$ cat src/rtl/tqvp_pwm_pkg.sv
// tqvp_pwm_pkg: register map, CTRL bit positions, bus access-size codes and the
// byte-lane merge shared by the PWM peripheral and its channels.
package tqvp_pwm_pkg;
    localparam logic [5:0] ADDR_CTRL   = 6'h00;
    localparam logic [5:0] ADDR_PERIOD = 6'h04;
    localparam logic [5:0] ADDR_STATUS = 6'h08;
    localparam logic [5:0] ADDR_COUNT  = 6'h0C;
    localparam logic [5:0] ADDR_DUTY0  = 6'h10;
    localparam int CTRL_EN      = 0;
    localparam int CTRL_CLR     = 1;
    localparam int CTRL_PRE_LSB = 8;
    localparam logic [1:0] SZ_BYTE = 2'b00;
    localparam logic [1:0] SZ_HALF = 2'b01;
    localparam logic [1:0] SZ_WORD = 2'b10;
    localparam logic [1:0] SZ_NONE = 2'b11;
    function automatic logic [31:0] lane_merge(input logic [31:0] old, input logic [31:0] din,
                                               input logic [1:0] sz);
        logic [31:0] m;
        m = sz == SZ_BYTE ? 32'h0000_00FF : sz == SZ_HALF ? 32'h0000_FFFF : 32'hFFFF_FFFF;
        return (old & ~m) | (din & m);
    endfunction
endpackage

$ cat src/rtl/tqvp_pwm_channel.sv
// tqvp_pwm_channel: duty register plus registered compare for one PWM output.
// With PWM_SHADOW_EN defined the duty is double-buffered and loads on wrap_load.
module tqvp_pwm_channel
    import tqvp_pwm_pkg::*;
#(
    parameter int CNT_W = 16
) (
    input  logic             clk,
    input  logic             rst_n,
    input  logic [CNT_W-1:0] cnt,
    input  logic             en,
    input  logic             wrap_load,
    input  logic             we,
    input  logic [1:0]       size,
    input  logic [31:0]      data_in,
    output logic [CNT_W-1:0] duty_rd,
    output logic             pwm
);
    logic [CNT_W-1:0] duty;
    logic [CNT_W-1:0] duty_wr;
    assign duty_wr = CNT_W'(lane_merge(32'(duty_rd), data_in, size));
`ifdef PWM_SHADOW_EN
    logic [CNT_W-1:0] duty_sh;
    assign duty_rd = duty_sh;
    always_ff @(posedge clk or negedge rst_n) begin
        if (!rst_n) begin
            duty_sh <= '0;
            duty    <= '0;
        end else begin
            if (we) duty_sh <= duty_wr;
            if (wrap_load) duty <= duty_sh;
        end
    end
`else
    logic unused_load;
    assign unused_load = wrap_load;
    assign duty_rd = duty;
    always_ff @(posedge clk or negedge rst_n) begin
        if (!rst_n) duty <= '0;
        else if (we) duty <= duty_wr;
    end
`endif
    always_ff @(posedge clk or negedge rst_n) begin
        if (!rst_n) pwm <= 1'b0;
        else pwm <= en && (cnt < duty);
    end
endmodule

$ cat src/rtl/tqvp_pwm_multi.sv
// tqvp_pwm_multi: TinyQV peripheral with NUM_CH PWM channels on one prescaled counter.
// Define PWM_SHADOW_EN to double-buffer PERIOD/DUTY so updates land on the wrap.
module tqvp_pwm_multi
    import tqvp_pwm_pkg::*;
#(
    parameter int NUM_CH = 4,
    parameter int CNT_W  = 16,
    parameter int PRE_W  = 8
) (
    input  logic        clk,
    input  logic        rst_n,
    input  logic [7:0]  ui_in,
    output logic [7:0]  uo_out,
    input  logic [5:0]  address,
    input  logic [31:0] data_in,
    input  logic [1:0]  data_write_n,
    input  logic [1:0]  data_read_n,
    output logic [31:0] data_out,
    output logic        data_ready
);
    logic             en, wrap_flag, we, rd, ctrl_we, per_we, clr, w1c, tick, wrap, load;
    logic [PRE_W-1:0] prescale, pre_cnt;
    logic [CNT_W-1:0] cnt, period, period_rd, period_wr;
    logic [31:0]      ctrl_rd, rd_mux;
    logic [NUM_CH-1:0] pwm;
    logic [CNT_W-1:0] duty_rd [NUM_CH];

    assign we        = data_write_n != SZ_NONE;
    assign rd        = data_read_n != SZ_NONE;
    assign ctrl_we   = we && address == ADDR_CTRL;
    assign per_we    = we && address == ADDR_PERIOD;
    assign clr       = ctrl_we && data_in[CTRL_CLR];
    assign w1c       = we && address == ADDR_STATUS && data_in[0];
    // CLR suppresses the tick entirely, so a clear on a wrap cycle neither wraps nor sets WRAP
    assign tick      = en && !clr && pre_cnt == prescale;
    assign wrap      = tick && cnt == period;
    assign load      = !en || wrap;
    assign ctrl_rd   = (32'(prescale) << CTRL_PRE_LSB) | 32'(en);
    assign period_wr = CNT_W'(lane_merge(32'(period_rd), data_in, data_write_n));
    assign uo_out    = 8'({pwm, 1'b0});

`ifdef PWM_SHADOW_EN
    logic [CNT_W-1:0] period_sh;
    assign period_rd = period_sh;
    always_ff @(posedge clk or negedge rst_n) begin
        if (!rst_n) begin
            period_sh <= '0;
            period    <= '0;
        end else begin
            if (per_we) period_sh <= period_wr;
            if (load) period <= period_sh;
        end
    end
`else
    assign period_rd = period;
    always_ff @(posedge clk or negedge rst_n) begin
        if (!rst_n) period <= '0;
        else if (per_we) period <= period_wr;
    end
`endif

    for (genvar i = 0; i < NUM_CH; i++) begin : g_ch
        tqvp_pwm_channel #(.CNT_W(CNT_W)) u_ch (
            .clk       (clk),
            .rst_n     (rst_n),
            .cnt       (cnt),
            .en        (en),
            .wrap_load (load),
            .we        (we && address == ADDR_DUTY0 + 6'(4 * i)),
            .size      (data_write_n),
            .data_in   (data_in),
            .duty_rd   (duty_rd[i]),
            .pwm       (pwm[i])
        );
    end

    always_comb begin
        rd_mux = 32'd0;
        if (address == ADDR_CTRL) rd_mux = ctrl_rd;
        if (address == ADDR_PERIOD) rd_mux = 32'(period_rd);
        if (address == ADDR_STATUS) rd_mux = {16'd0, ui_in, 7'd0, wrap_flag};
        if (address == ADDR_COUNT) rd_mux = 32'(cnt);
        for (int c = 0; c < NUM_CH; c++)
            if (address == ADDR_DUTY0 + 6'(4 * c)) rd_mux = 32'(duty_rd[c]);
    end

    always_ff @(posedge clk or negedge rst_n) begin
        if (!rst_n) begin
            en         <= 1'b0;
            prescale   <= '0;
            pre_cnt    <= '0;
            cnt        <= '0;
            wrap_flag  <= 1'b0;
            data_out   <= '0;
            data_ready <= 1'b0;
        end else begin
            if (ctrl_we) begin
                en       <= data_in[CTRL_EN];
                prescale <= PRE_W'(lane_merge(ctrl_rd, data_in, data_write_n) >> CTRL_PRE_LSB);
            end
            if (clr) begin
                pre_cnt <= '0;
                cnt     <= '0;
            end else if (en) begin
                pre_cnt <= tick ? '0 : pre_cnt + PRE_W'(1);
                if (tick) cnt <= wrap ? '0 : cnt + CNT_W'(1);
            end
            wrap_flag <= wrap || (wrap_flag && !w1c);
            if (rd) data_out <= rd_mux;
            data_ready <= rd;
        end
    end
endmodule

$ cat config.mk
export PLATFORM = sky130hd
export DESIGN_NAME = tqvp_pwm_multi
export DESIGN_NICKNAME = d
export VERILOG_FILES = /design/src/rtl/tqvp_pwm_pkg.sv /design/src/rtl/tqvp_pwm_channel.sv /design/src/rtl/tqvp_pwm_multi.sv
export SDC_FILE = /design/constraint.sdc
export NUM_CORES = 1
export LEC_CHECK = 0
export ABC_AREA = 1
export BUFFER_PORTS_ARGS = -buffer_cell sky130_fd_sc_hd__buf_4
export CORE_AREA = 2 2 110 133
export DETAILED_ROUTE_END_ITERATION = 6
export DIE_AREA = 0 0 112 135
export GPL_ROUTABILITY_DRIVEN = 0
export MAX_ROUTING_LAYER = met4
export PLACE_DENSITY = 0.85
export SYNTH_ARGS = -nofsm -noshare
export SYNTH_HDL_FRONTEND = slang
export SYNTH_SLANG_ARGS = --single-unit
$ cat constraint.sdc
create_clock -name clk -period 3.36 [get_ports clk]
set_input_delay 0 -clock clk [delete_from_list [all_inputs] [get_ports clk]]
set_output_delay 0 -clock clk [all_outputs]
set_load 0.005 [all_outputs]
==> impl_results.md <==
- Inst Count DP: 1328
- Number of buffers added on ports: 56
- Pin count of the biggest net entering global routing: 107
- Setup TNS: 0 ns
- CTS buffer count: 17
- Final min period: 2.01 ns
- Synthesized area per cell: 7.70 µm²
- Final net count: 1309
- Arrival time at the worst endpoint: 2.31 ns
- Filler cells: 1064
- Syn. warnings: 0
- Pins over their slew limit: 0
- Post-synthesis cell type count: 36
- Total Routed Length: 22500 µm
- Clk root buf: clkbuf_16
- Die H: 135 µm
- TritonCTS clock tree: yes
- Row cnt: 47
- Die footprint: 15100 µm²
- Mapped Cells: 1143
- Routed WL per cell: 16.3 µm
- Initial Util: 64.0%
- # DRC: 0
- Post-place instance area: 9140 µm²
- Layout cell share with drive strength beyond 1: 11.8%
- Slew @ Worst Pin: 0.996 ns
- Tot GR Track Use: 31.8%
- RSZ-0062 raised after global routing: no
- Grt total ovfl: 0
- Area of the multi-input gates: 4530 µm²
- Initial DRC count: 617
- Critical-path top delay cell: dfrtp_1
- # setup viols final: 0
- Total of max-cap violations: 0
- Period utilisation layout: 59.7%
- GR Util met2: 53.9%
- Sequential element share of the synthesized area: 38.4%
- First-pass GRT wire length: 36700 µm
- Core area: 13800 µm²
- Vias: 7802
- Placed wire-length estimate: 15800 µm
- Worst slack, placed: 1.15 ns
- Worst EP required: 3.67 ns
- H-Tree Level Count: 4
- Number of global-route vias before repair: 7687
- Final WS setup: 1.35 ns
- Status: complete, no violations
- Final hold viol count: 0
- Max Fclk: 499 MHz
- Post-Layout Inst Area: 9930 µm²
- Met1 Track Usage GR: 35.8%
- CTS Hold Buffers Added: 19
- CTS-repair resized insts: 0
- CP Class: flip-flop to flip-flop
- Clk sinks: 135
- Leakage power: 5.30 nW
- Register area: 3380 µm²
- Critical Path Source Type: flip-flop
- Worst hold path class: primary input to flip-flop
- Worst path max stage delay: 0.57 ns
- Critical path cell sequence: xor2_1, nor2_1, nand2_1, nor2_1, nand2_1, nand4_1, nand2_1
- Antenna-violating nets left: 0
- Ant. Diodes: 0
- Final setup skew: 0.00839 ns
- CP bufs+invs: 0
- Die W: 112 µm
- Post-Syn Area: 8800 µm²
- CP top delay family: simple AND/OR/NAND/NOR gates
- Clock slew at reported path FFs: 0.06 ns
- Power Dens Cells: 509 nW/µm²
- I/O pins: 93
- Worst-Skew Late Latency: 0.43 ns
- Met3 global-route usage: 4.31%
- Layout area overhead: 12.8%
- Commonest non-fill, non-tap cell in the layout: nand2_1
- Highest-count cells in the layout ignoring fill and taps: nand2_1 (303), inv_1 (139), dfrtp_1 (135)
- Initial antenna violation count: 0
- Drt first pass iters: 6
- Grt peak-use layer: met2
- Vias/cell: 5.66
- Post-CTS Setup Bufs: 0
- Register bit total from synthesis: 135
- CTS Buffer Depth: 2
- Worst setup EP type: flip-flop
- Finished Layout Cells: 1379
- Maximum vdd ir drop: 426 µV
- Largest fanout on the critical path: 17
- Crit-path most repeated cell: nand2_1
- Slew Limit Headroom: 33.6%
==> path summary, 6_finish.rpt <==
check | start | to | slack [ns] | cells past startpoint
setup / recovery | cnt[6] | cnt[2] | 1.35 | 7
hold / removal | address[2] | wrap_flag | 0.04 | 5
setup reg to reg | cnt[6] | cnt[2] | 1.35 | 7
hold reg to reg | data_out[14] | data_out[14] | 0.48 | 2
max in group asynchronous | rst_n | data_out[5] | 2.27 | 3
min in group asynchronous | rst_n | g_ch[0].u_ch.duty_rd[6] | 0.25 | 2
==> cell usage after synthesis <==
cell / number / share of area, %
nor2_4: 4 / 0.51
nand2_2: 10 / 0.71
nand2_1: 303 / 13
nand3_2: 2 / 0.23
dfrtp_1: 135 / 38
buf_1: 1 / 0.043
o41ai_1: 1 / 0.10
nor2_8: 4 / 0.91
nor3_1: 12 / 0.68
inv_1: 139 / 5.9
xnor2_1: 4 / 0.40
o21ai_2: 9 / 0.90
conb_1: 1 / 0.043
nand3b_1: 1 / 0.085
or2_2: 3 / 0.21
o21ai_0: 51 / 2.9
nand2_4: 6 / 0.77
o21ai_1: 35 / 2.0
mux2_2: 2 / 0.26
clkbuf_1: 15 / 0.64
nand3_4: 1 / 0.20
xor2_1: 33 / 3.3
a21oi_1: 75 / 4.3
o31a_1: 4 / 0.40
buf_4: 27 / 2.3
and3_1: 1 / 0.071
buf_2: 19 / 1.1
nor3_4: 2 / 0.37
a21oi_2: 1 / 0.10
ha_1: 62 / 8.8
buf_6: 6 / 0.77
inv_2: 5 / 0.21
nand4_1: 54 / 3.8
nor2_1: 62 / 2.6
nor2_2: 3 / 0.21
nand3_1: 50 / 2.8
==> cells by family after synthesis <==
family / after synthesis / share of synthesized area (%)
buffers and inverters: 212 / 11.0
adder cells (fa/ha/maj): 62 / 8.81
AND/OR/NAND/NOR: 518 / 27.2
XOR/XNOR: 37 / 3.68
flip-flops: 135 / 38.4
AO/OA/AOI/OAI: 176 / 10.6
multiplexers: 2 / 0.256
other: 1 / 0.0426
==> area by class of cell <==
type                       count  area share (%)
clock inverter                 6           0.895
inverter                     144            5.44
sequential                   135            34.0
tap                          171            2.16
timing repair buffer          82            6.72
multi-input combinational    815            45.6
clock buffer                  26            5.13
==> power breakdown <==
part / switching, mW / total, mW / internal (mW)
Sequential: 0.243 / 2.10 / 1.86
Clock: 0.694 / 1.89 / 1.19
Combinational: 0.640 / 1.06 / 0.424
Total: 1.58 / 5.05 / 3.48
==> routing by layer <==
layer | up-vias | wire [µm]
met5 | - | 0
met2 | 287 | 11500
li1 | 3784 | -
met4 | 0 | 1260
met1 | 3634 | 8600
met3 | 97 | 1110
==> worst reg2reg max path: cells and delay by family, from the launching register on <==
kind                      cells  cell delay (ns)
xor gates and xnor gates      1             0.23
and+or+nand+nor               6             1.10
DFF                           1             0.57
==> through the flow <==
stage               power [mW]  hold WS, ns  utilization (%)
floorplan                 2.82       -0.296                -
global placement          3.08        0.173             66.4
detailed placement        3.14        0.181             66.4
CTS                       5.04       0.0347             72.1
global route              5.31       0.0776             72.1
finish                    5.05       0.0392             72.1
Power figures use the tool's default switching activity.
